## config.mk

```make
export PLATFORM = sky130hd
export DESIGN_NAME = flght_cntrl_pid
export DESIGN_NICKNAME = d
export VERILOG_FILES = /design/src/rtl/flght_cntrl_pkg.sv /design/src/rtl/flght_axis_pd.sv /design/src/rtl/flght_cntrl_pid.sv
export SDC_FILE = /design/constraint.sdc
export NUM_CORES = 1
export LEC_CHECK = 0
export CAP_MARGIN = 10
export CORE_MARGIN = 2
export CORE_UTILIZATION = 53
export DETAILED_ROUTE_END_ITERATION = 10
export PLACE_DENSITY = 0.74
export SYNTH_ARGS = -nofsm -noshare
export SYNTH_HDL_FRONTEND = slang
export SYNTH_HIERARCHICAL = 1
export SYNTH_SLANG_ARGS = --single-unit
```

## constraint.sdc

```tcl
create_clock -name clk -period 6.52 [get_ports clk]
set_clock_uncertainty 0.05 [all_clocks]
set_input_delay 1.304 -clock clk [delete_from_list [all_inputs] [get_ports clk]]
set_output_delay 1.304 -clock clk [all_outputs]
set_load 0.02 [all_outputs]
```

## src/rtl/flght_cntrl_pkg.sv

```systemverilog
// Shared widths, default tuning constants and saturation helper for
// flght_cntrl_pid (optional I term enabled by FLGHT_CNTRL_ITERM_EN).
package flght_cntrl_pkg;

    localparam int ERR_W  = 10;
    localparam int DIFF_W = 7;
    localparam int TERM_W = 14;
    localparam int SPD_W  = 11;

    localparam logic [SPD_W-1:0]  CAL_SPEED_DEF     = 11'h1B0;
    localparam logic [12:0]       MIN_RUN_SPEED_DEF = 13'h200;
    localparam logic signed [5:0] D_COEFF_DEF       = 6'sd7;

    // Clamp a 17-bit signed value into the range of a w-bit signed value.
    function automatic logic signed [16:0] sat(
        input logic signed [16:0] v,
        input int                 w
    );
        logic signed [16:0] hi;
        logic signed [16:0] lo;
        hi = (17'sd1 <<< (w - 1)) - 17'sd1;
        lo = -hi - 17'sd1;
        if (v > hi) return hi;
        if (v < lo) return lo;
        return v;
    endfunction

endpackage

```

## src/rtl/flght_axis_pd.sv

```systemverilog
// One control axis: saturated error, delayed-derivative queue, stage-1
// registers and P/D(/I) term; I term built only with FLGHT_CNTRL_ITERM_EN.
module flght_axis_pd
    import flght_cntrl_pkg::*;
#(
    parameter int                D_QUEUE_DEPTH = 14,
    parameter logic signed [5:0] D_COEFF       = D_COEFF_DEF
) (
    input  logic                     clk,
    input  logic                     rst_n,
    input  logic                     accept,
    input  logic                     cal,
    input  logic                     iclr,
    input  logic signed [15:0]       desired,
    input  logic signed [15:0]       actual,
    output logic signed [TERM_W-1:0] term
);

    logic signed [16:0]       err_ext;
    logic signed [16:0]       err_s;
    logic signed [16:0]       diff_ext;
    logic signed [16:0]       diff_s;
    logic signed [ERR_W-1:0]  err_new;
    logic signed [DIFF_W-1:0] diff_new;
    logic signed [ERR_W-1:0]  q [D_QUEUE_DEPTH];
    logic signed [ERR_W-1:0]  err1;
    logic signed [DIFF_W-1:0] diff1;
    logic signed [TERM_W-1:0] e_ext;
    logic signed [TERM_W-1:0] p_term;
    logic signed [TERM_W-1:0] d_term;
    logic signed [TERM_W-1:0] i_term;

    always_comb begin
        err_ext  = 17'(actual) - 17'(desired);
        err_s    = sat(err_ext, ERR_W);
        err_new  = err_s[ERR_W-1:0];
        // derivative compares against the oldest entry before this push
        diff_ext = 17'(err_new) - 17'(q[D_QUEUE_DEPTH-1]);
        diff_s   = sat(diff_ext, DIFF_W);
        diff_new = diff_s[DIFF_W-1:0];
    end

    always_ff @(posedge clk) begin
        if (!rst_n || cal) begin
            err1  <= '0;
            diff1 <= '0;
            for (int i = 0; i < D_QUEUE_DEPTH; i++) q[i] <= '0;
        end else if (accept) begin
            err1  <= err_new;
            diff1 <= diff_new;
            q[0]  <= err_new;
            for (int i = 1; i < D_QUEUE_DEPTH; i++) q[i] <= q[i-1];
        end
    end

`ifdef FLGHT_CNTRL_ITERM_EN
    logic signed [15:0] acc;
    logic signed [16:0] acc_sum;
    logic signed [16:0] acc_s;

    always_comb begin
        acc_sum = 17'(acc) + 17'(err_new);
        acc_s   = sat(acc_sum, 16);
        i_term  = TERM_W'(acc >>> 6);
    end

    always_ff @(posedge clk) begin
        if (!rst_n || cal) acc <= '0;
        else if (accept)   acc <= iclr ? '0 : acc_s[15:0];
    end
`else
    logic unused_iclr;
    assign unused_iclr = iclr;
    assign i_term      = '0;
`endif

    always_comb begin
        e_ext  = TERM_W'(err1);
        p_term = (e_ext >>> 1) + (e_ext >>> 3);
        d_term = TERM_W'(diff1) * TERM_W'(D_COEFF);
        term   = p_term + d_term + i_term;
    end

endmodule

```

## src/rtl/flght_cntrl_pid.sv

```systemverilog
// Quadcopter pitch/roll/yaw controller: three axis pipelines, motor mix,
// clamp and mode priority (FLGHT_CNTRL_ITERM_EN adds an integral term).
module flght_cntrl_pid
    import flght_cntrl_pkg::*;
#(
    parameter int                D_QUEUE_DEPTH = 14,
    parameter logic signed [5:0] D_COEFF       = D_COEFF_DEF,
    parameter logic [12:0]       MIN_RUN_SPEED = MIN_RUN_SPEED_DEF,
    parameter logic [SPD_W-1:0]  CAL_SPEED     = CAL_SPEED_DEF
) (
    input  logic               clk,
    input  logic               rst_n,
    input  logic               vld,
    input  logic               inertial_cal,
    input  logic signed [15:0] d_ptch,
    input  logic signed [15:0] d_roll,
    input  logic signed [15:0] d_yaw,
    input  logic signed [15:0] ptch,
    input  logic signed [15:0] roll,
    input  logic signed [15:0] yaw,
    input  logic [8:0]         thrst,
    output logic [SPD_W-1:0]   frnt_spd,
    output logic [SPD_W-1:0]   bck_spd,
    output logic [SPD_W-1:0]   lft_spd,
    output logic [SPD_W-1:0]   rght_spd,
    output logic               spd_vld
);

    logic                     accept;
    logic                     iclr;
    logic                     v1;
    logic [8:0]               thrst1;
    logic signed [TERM_W-1:0] t_ptch;
    logic signed [TERM_W-1:0] t_roll;
    logic signed [TERM_W-1:0] t_yaw;
    logic signed [15:0]       base;
    logic signed [15:0]       mix_f;
    logic signed [15:0]       mix_b;
    logic signed [15:0]       mix_l;
    logic signed [15:0]       mix_r;

    assign accept = vld & ~inertial_cal;
    assign iclr   = accept & (thrst == 9'd0);

    flght_axis_pd #(.D_QUEUE_DEPTH(D_QUEUE_DEPTH), .D_COEFF(D_COEFF)) u_ptch (
        .clk(clk), .rst_n(rst_n), .accept(accept), .cal(inertial_cal),
        .iclr(iclr), .desired(d_ptch), .actual(ptch), .term(t_ptch)
    );

    flght_axis_pd #(.D_QUEUE_DEPTH(D_QUEUE_DEPTH), .D_COEFF(D_COEFF)) u_roll (
        .clk(clk), .rst_n(rst_n), .accept(accept), .cal(inertial_cal),
        .iclr(iclr), .desired(d_roll), .actual(roll), .term(t_roll)
    );

    flght_axis_pd #(.D_QUEUE_DEPTH(D_QUEUE_DEPTH), .D_COEFF(D_COEFF)) u_yaw (
        .clk(clk), .rst_n(rst_n), .accept(accept), .cal(inertial_cal),
        .iclr(iclr), .desired(d_yaw), .actual(yaw), .term(t_yaw)
    );

    // thrust travels with its sample so the mix uses the sampled value
    always_ff @(posedge clk) begin
        if (!rst_n || inertial_cal) begin
            v1     <= 1'b0;
            thrst1 <= '0;
        end else begin
            v1 <= accept;
            if (accept) thrst1 <= thrst;
        end
    end

    function automatic logic [SPD_W-1:0] clamp(input logic signed [15:0] v);
        if (v < 16'sd0)    return '0;
        if (v > 16'sd2047) return '1;
        return v[SPD_W-1:0];
    endfunction

    always_comb begin
        base  = $signed({3'b000, MIN_RUN_SPEED}) + $signed({7'b0, thrst1});
        mix_f = base + 16'(t_ptch) - 16'(t_yaw);
        mix_b = base - 16'(t_ptch) - 16'(t_yaw);
        mix_l = base + 16'(t_roll) + 16'(t_yaw);
        mix_r = base - 16'(t_roll) + 16'(t_yaw);
    end

    always_ff @(posedge clk) begin
        if (!rst_n) begin
            frnt_spd <= '0;
            bck_spd  <= '0;
            lft_spd  <= '0;
            rght_spd <= '0;
            spd_vld  <= 1'b0;
        end else if (inertial_cal) begin
            frnt_spd <= CAL_SPEED;
            bck_spd  <= CAL_SPEED;
            lft_spd  <= CAL_SPEED;
            rght_spd <= CAL_SPEED;
            spd_vld  <= 1'b0;
        end else if (v1) begin
            spd_vld <= 1'b1;
            if (thrst1 == 9'd0) begin
                frnt_spd <= '0;
                bck_spd  <= '0;
                lft_spd  <= '0;
                rght_spd <= '0;
            end else begin
                frnt_spd <= clamp(mix_f);
                bck_spd  <= clamp(mix_b);
                lft_spd  <= clamp(mix_l);
                rght_spd <= clamp(mix_r);
            end
        end else begin
            spd_vld <= 1'b0;
        end
    end

endmodule

```

==> results by group, run 1 <==
STA
  • Fmax: 159 MHz
  • Max_slew headroom: 23.1%
  • Final setup violation count: 0
  • Max-slew violation count: 0
  • Slew @ Worst Pin: 1150 ps
  • Final TNS setup: 0 ps
  • Crit share post-route: 96.7%
  • Final worst slack: 214 ps
  • Final hold violations: 0
  • Tmin final: 6310 ps

Global route
  • GRT Overall Usage: 22.6%
  • Vias in the first global route: 22300
  • First-pass GRT wire length: 115 mm
  • Pin count of the biggest net entering global routing: 140
  • Grt total ovfl: 0
  • Initial antenna violation count: 1

Synth
  • Average size of a mapped cell: 10.7 um^2
  • Mapped Cells: 2959
  • Post-Syn Area: 31800 um^2
  • Net Count, Synth: 3399
  • Ys Warns: 6

Floorplanning
  • Initial Util: 53.7%
  • DIE WIDTH: 249 um
  • Num rows: 89
  • Boundary Pins: 154
  • CORE AREA: 59100 um^2
  • Die area: 61900 um^2
  • Die H: 249 um

Detailed routing
  • Total number of vias: 22800
  • Initial DRC count: 1651
  • ANT nets after route: 0
  • First drt pass iteration count: 5
  • WL per Instance: 17.7 um
  • Drt drc: 0
  • Routed WL: 71.4 mm
  • Vias/cell: 5.67

Pwr
  • Tot Pwr: 11600 uW
  • Leakage: 0.0170 uW
  • Pwr Density: 311 nW/um^2
  • Peak VDD IR: 0.000229 V

Clock tree
  • CTS H-tree depth: 2
  • Clock Sinks: 523
  • Hold_buf cts: 0
  • CTS clk-pin slew, worst paths: 70 ps
  • Root buf cell: clkbuf_16
  • Latest clock arrival within the worst-skew pair: 610 ps
  • CTS tree: yes
  • Max Buffers Root-to-Sink: 3
  • Num CTS Buffers: 55

Placed design
  • Hpwl dp: 51.3 mm
  • Placed Cells: 3903
  • Final Wtd Congestion: 0.924
  • DP Worst Slack: -298 ps
  • Number of port buffers: 153

Finish
  • Nets: 3647
  • Fraction of layout cells with a size suffix above 1: 11.6%
  • # fillers: 4699
  • Syn-to-layout area delta: 17.2%
  • End-of-flow core utilization: 63.0%
  • Cell Count, Final, Fillers Out: 4026

Critical path
  • Startpoint Class: flop
  • Crit path max-delay cell type: fa_1
  • CP required: 6970 ps
  • CP arrival: 6750 ps
  • Worst setup EP type: flop
  • Crit path cell chain: inv_1 > fa_1 > fa_1 > fa_1 > buf_4 > fa_2 > inv_1 > a21oi_1 > o21ai_1 > a21oi_1 > o21bai_1 > xor2_1 > buf_4 > inv_1 > fa_1 > ha_1 > buf_4 > o21a_1 > a2111o_1 > a211o_1 > o211a_2 > or4_4 > a221o_1
  • CP peak stage delay: 570 ps
  • CP max FO: 4
  • Kind of critical path: flop to flop
  • Top cell by count, worst path: fa_1
  • Cell depth of the worst flop-to-flop path: 23

Status
  • Status: completed

Job
  • Max-cap violations: 0

Min path
  • Worst hold-check path type: flop to flop
  • Hold Path Depth: 2
==> state kept, by name, indices dropped and copies added (netlist names) <==
signal        flops
u_ptch/q        140
u_roll/q        140
u_yaw/q         140
bck_spd          11
frnt_spd         11
lft_spd          11
rght_spd         11
thrst1            9
u_ptch/err1       9
u_roll/err1       9
u_yaw/err1        9
u_ptch/diff1      7
u_roll/diff1      7
u_yaw/diff1       7
spd_vld           1
v1                1
==> timing repair <==
action	CTS	global route
setup buffers	2	16
gates resized for setup	4	67
pin swaps	3	39
cloned	0	2
endpoints found under the setup margin	4	50
==> through the flow <==
stage,hold WS (ps),instance area (um^2)
detailed placement,443,34900
floorplan,405,31800
finish,452,37200
global route,461,37200
global placement,425,34900
CTS,453,36800
==> critical path: cells and delay by family (launching register included) <==
kind	cells	cell delay [ps]
xor+xnor	1	170
flops	1	330
buf+inv	6	700
simple gates	1	440
compound gates	9	1830
fa+ha+maj	6	2680
==> layer usage <==
| metal | share of wire (%) | routed length (um) | up-vias | GRT usage [%] |
|---|---|---|---|---|
| met2 | 46 | 32900 | 588 | 35.9 |
| met3 | 4.5 | 3220 | 116 | 2.78 |
| met4 | 2.9 | 2070 | 0 | 7.71 |
| met5 | 0 | 0 | - | 0 |
| met1 | 47 | 33200 | 11100 | 32.3 |
| li1 | - | - | 11000 | - |
==> worst paths after layout <==
kind	start	endpoint	slack [ps]
hold reg to reg	lft_spd[10]	lft_spd[10]	450
setup / recovery	u_yaw/diff1[3]	rght_spd[9]	210
hold / removal	lft_spd[10]	lft_spd[10]	450
setup reg to reg	u_yaw/diff1[3]	rght_spd[9]	210
==> layout by cell type (no fill, tap or decap), types with 97 or more instances in the layout <==
cell / instances
edfxtp_1: 420
inv_1: 347
and3_1: 290
ha_1: 212
buf_4: 164
clkdlybuf4s50_1: 153
a21oi_1: 148
nor2_1: 133
and2_1: 131
fa_1: 104
nand2_1: 102
dfxtp_1: 98
o21ai_0: 97
==> power by group <==
part | internal (uW) | total, uW | leakage, uW | switching, uW
clock | 1880 | 3190 | 0.000897 | 1310
sequential | 3790 | 3860 | 0.00561 | 74.4
combinational | 1850 | 4530 | 0.0105 | 2670
==> area by class of cell <==
type                    count  area (um^2)  area share [%]
flip-flops and latches    523        14700            39.4
clock inverters            31          348           0.934
multi-input cells        1950        15600            41.8
well taps                 773          967            2.60
diodes                      1         2.50         0.00672
inverters                 356         1340            3.61
clock buffers              71         1520            4.08
repair buffers            321         2820            7.57
No activity file was read; power rests on OpenSTA's default activity.
==> inputs of run 2 (changes only) <==
Settings changed: ABC_CLOCK_PERIOD_IN_PS set to 6520, DONT_BUFFER_PORTS set to 1, PLACE_DENSITY 0.74 to 0.71, RECOVER_POWER set to 50.
==> run 2 against run 1 <==
The run now ends with capacitance limit, slew limit left. Sequential share of layout area grew 2.3 points. Clock power shrank 3%. Count of clock-buffer cells in the layout grew 8. Cell area shrank 5.6%. Total power shrank 2.0%. Register-to-register slack lost 40 ps. Critical endpoint unchanged. Combinational power shrank 4%. Flip-flop and latch count is the same. Via count shrank 2.8%. Hold slack lost 12 ps. Non-clock buffer count shrank 207. Largest power group unchanged.
==> results by group, run 2 (same netlist as run 1, synthesis figures left out) <==
Min path
  • Hold path endpoint: u_yaw/err1[2]
  • Launch point of the worst hold path: u_yaw/err1[2]
  • Worst hold-check path type: flop to flop
  • Hold Path Depth: 2

Detailed routing
  • Vias/cell: 5.81
  • Routed WL: 70.7 mm
  • Total number of vias: 22200
  • Drt drc: 0
  • ANT nets after route: 0
  • WL per Instance: 18.5 um
  • Initial DRC count: 1527
  • First drt pass iteration count: 5

Global route
  • Vias in the first global route: 21300
  • First-pass GRT wire length: 113 mm
  • GRT Overall Usage: 22.2%
  • Initial antenna violation count: 0
  • Grt total ovfl: 0
  • Pin count of the biggest net entering global routing: 140

Critical path
  • Startpoint Class: flop
  • Kind of critical path: flop to flop
  • FF-to-FF End: rght_spd[9]
  • CP max FO: 4
  • Flop2flop setup slack: 170 ps
  • FF-to-FF Start: u_yaw/diff1[3]
  • CP top delay family: adder cells
  • Top cell by count, worst path: fa_1
  • Crit path max-delay cell type: fa_2
  • CP required: 6970 ps
  • Worst setup EP type: flop
  • CP arrival: 6790 ps
  • Worst Path Buf+Inv: 4
  • Cell depth of the worst flop-to-flop path: 22
  • CP peak stage delay: 610 ps
  • Crit path cell chain: inv_2 > fa_1 > fa_1 > fa_1 > inv_1 > ha_1 > a21o_1 > a21oi_2 > o21ai_2 > a21oi_2 > buf_4 > xnor2_4 > inv_2 > fa_2 > ha_4 > a21o_1 > o21a_1 > a2111o_1 > a211o_1 > o211a_2 > or4_4 > a221o_1

Finish
  • Commonest non-fill, non-tap cells in the layout: edfxtp_1, inv_1, and3_1, ha_1, a21oi_1
  • # diodes: 0
  • Most common cell after layout, fill and taps aside: edfxtp_1
  • Design Area, Final: 35200 um^2
  • Syn-to-layout area delta: 10.7%
  • Largest registers: u_ptch/q (140), u_roll/q (140), u_yaw/q (140)
  • Fraction of layout cells with a size suffix above 1: 10.3%
  • Nets: 3440

Floorplanning
  • Boundary Pins: 154
  • Die H: 249 um
  • Initial Util: 53.7%
  • Die area: 61900 um^2
  • CORE AREA: 59100 um^2
  • DIE WIDTH: 249 um
  • Num rows: 89

STA
  • Final hold violations: 0
  • Final setup violation count: 0
  • Fmax: 158 MHz
  • Max_slew headroom: -144%
  • Slew @ Worst Pin: 3670 ps
  • Final hold slack: 440 ps
  • Tmin final: 6350 ps
  • Crit share post-route: 97.4%
  • Final worst slack: 172 ps
  • Max-slew violation count: 376
  • RSZ-0062 raised after global routing: yes

Clock tree
  • Hold_buf cts: 0
  • Root buf cell: clkbuf_16
  • Latest clock arrival within the worst-skew pair: 610 ps
  • CTS H-tree depth: 2
  • CTS tree: yes
  • Num CTS Buffers: 55
  • Clock Sinks: 523
  • CTS clk-pin slew, worst paths: 60 ps
  • Max Buffers Root-to-Sink: 3

Pwr
  • Gate power share: 38.4%
  • Pwr Density: 323 nW/um^2
  • Leakage: 0.0160 uW
  • Tot Pwr: 11400 uW
  • Sw Pwr: 4050 uW
  • Internal Pwr Total: 7310 uW
  • Sw Ratio: 35.6%
  • Share of power burned in registers: 34.4%
  • Peak VDD IR: 0.000274 V
  • Clock share of power: 27.2%

Job
  • Max-cap violations: 5

Status
  • Failing checks: capacitance limit, slew limit
  • Status: finished, violations left

Placed design
  • Final Wtd Congestion: 0.933
  • Number of port buffers: 0
  • DP Area: 33000 um^2
  • Hpwl dp: 50.5 mm
  • DP Worst Slack: -120 ps
## run 2: power by group through the flow
stage	combinational (uW)	sequential [uW]	clock (uW)
final	4360	3900	3090
after global routing	4810	3920	3270
after CTS	4190	3900	3150
after detailed placement	4150	3970	0
after global placement	4070	3960	0
after floorplan	2990	3950	0
## run 2: per-layer routing
layer	wire length, um	part of all wire, %	track usage (%)
met5	0	0	0
met4	2020	2.9	6.74
met3	3510	5.0	3.00
met2	32600	46	35.6
met1	32600	46	31.5
## run 2: metrics by stage
stage               instances  setup TNS [ps]  utilization (%)
floorplan                2959               0                -
global placement         3699               0             55.8
detailed placement       3699            -400             55.8
CTS                      3799               0             58.9
global route             3815            -578             59.5
finish                   3815               0             59.5
## run 2: worst max path at each step
stage,depth (start not counted),end,startpoint,slack (ps)
2_1_floorplan,26,rght_spd[9],u_roll/err1[4],5
3_3_place_gp,21,rght_spd[9],u_yaw/err1[4],70
3_5_place_dp,22,rght_spd[5],u_yaw/err1[4],-120
4_1_cts,25,rght_spd[9],u_roll/err1[4],40
5_1_grt,24,rght_spd[9],u_yaw/diff1[3],-100
6_report,22,rght_spd[9],u_yaw/diff1[3],170
## run 2: what timing repair did
item / CTS / global route
gates cloned: 0 / 1
endpoints found under the hold margin: 0 / 0
setup buffers: 1 / 15
gates resized for setup: 4 / 67
setup endpoints to repair: 10 / 44
pin swaps: 2 / 46
## run 2: area by class of cell
cell class / count / area [um^2]
clock buffer: 79 / 1610
clock inverter: 20 / 191
fill: 4783 / 24000
inverter: 356 / 1340
multi-input combinational: 1950 / 15500
sequential: 523 / 14700
tap: 773 / 967
timing repair buffer: 114 / 852
## run 2: worst min-delay path: cells and delay by family (launching register included)
family / cells / cell delay [ps]
and+or+nand+nor: 1 / 60
DFF: 1 / 340
AOI/OAI and AO/OA: 1 / 50
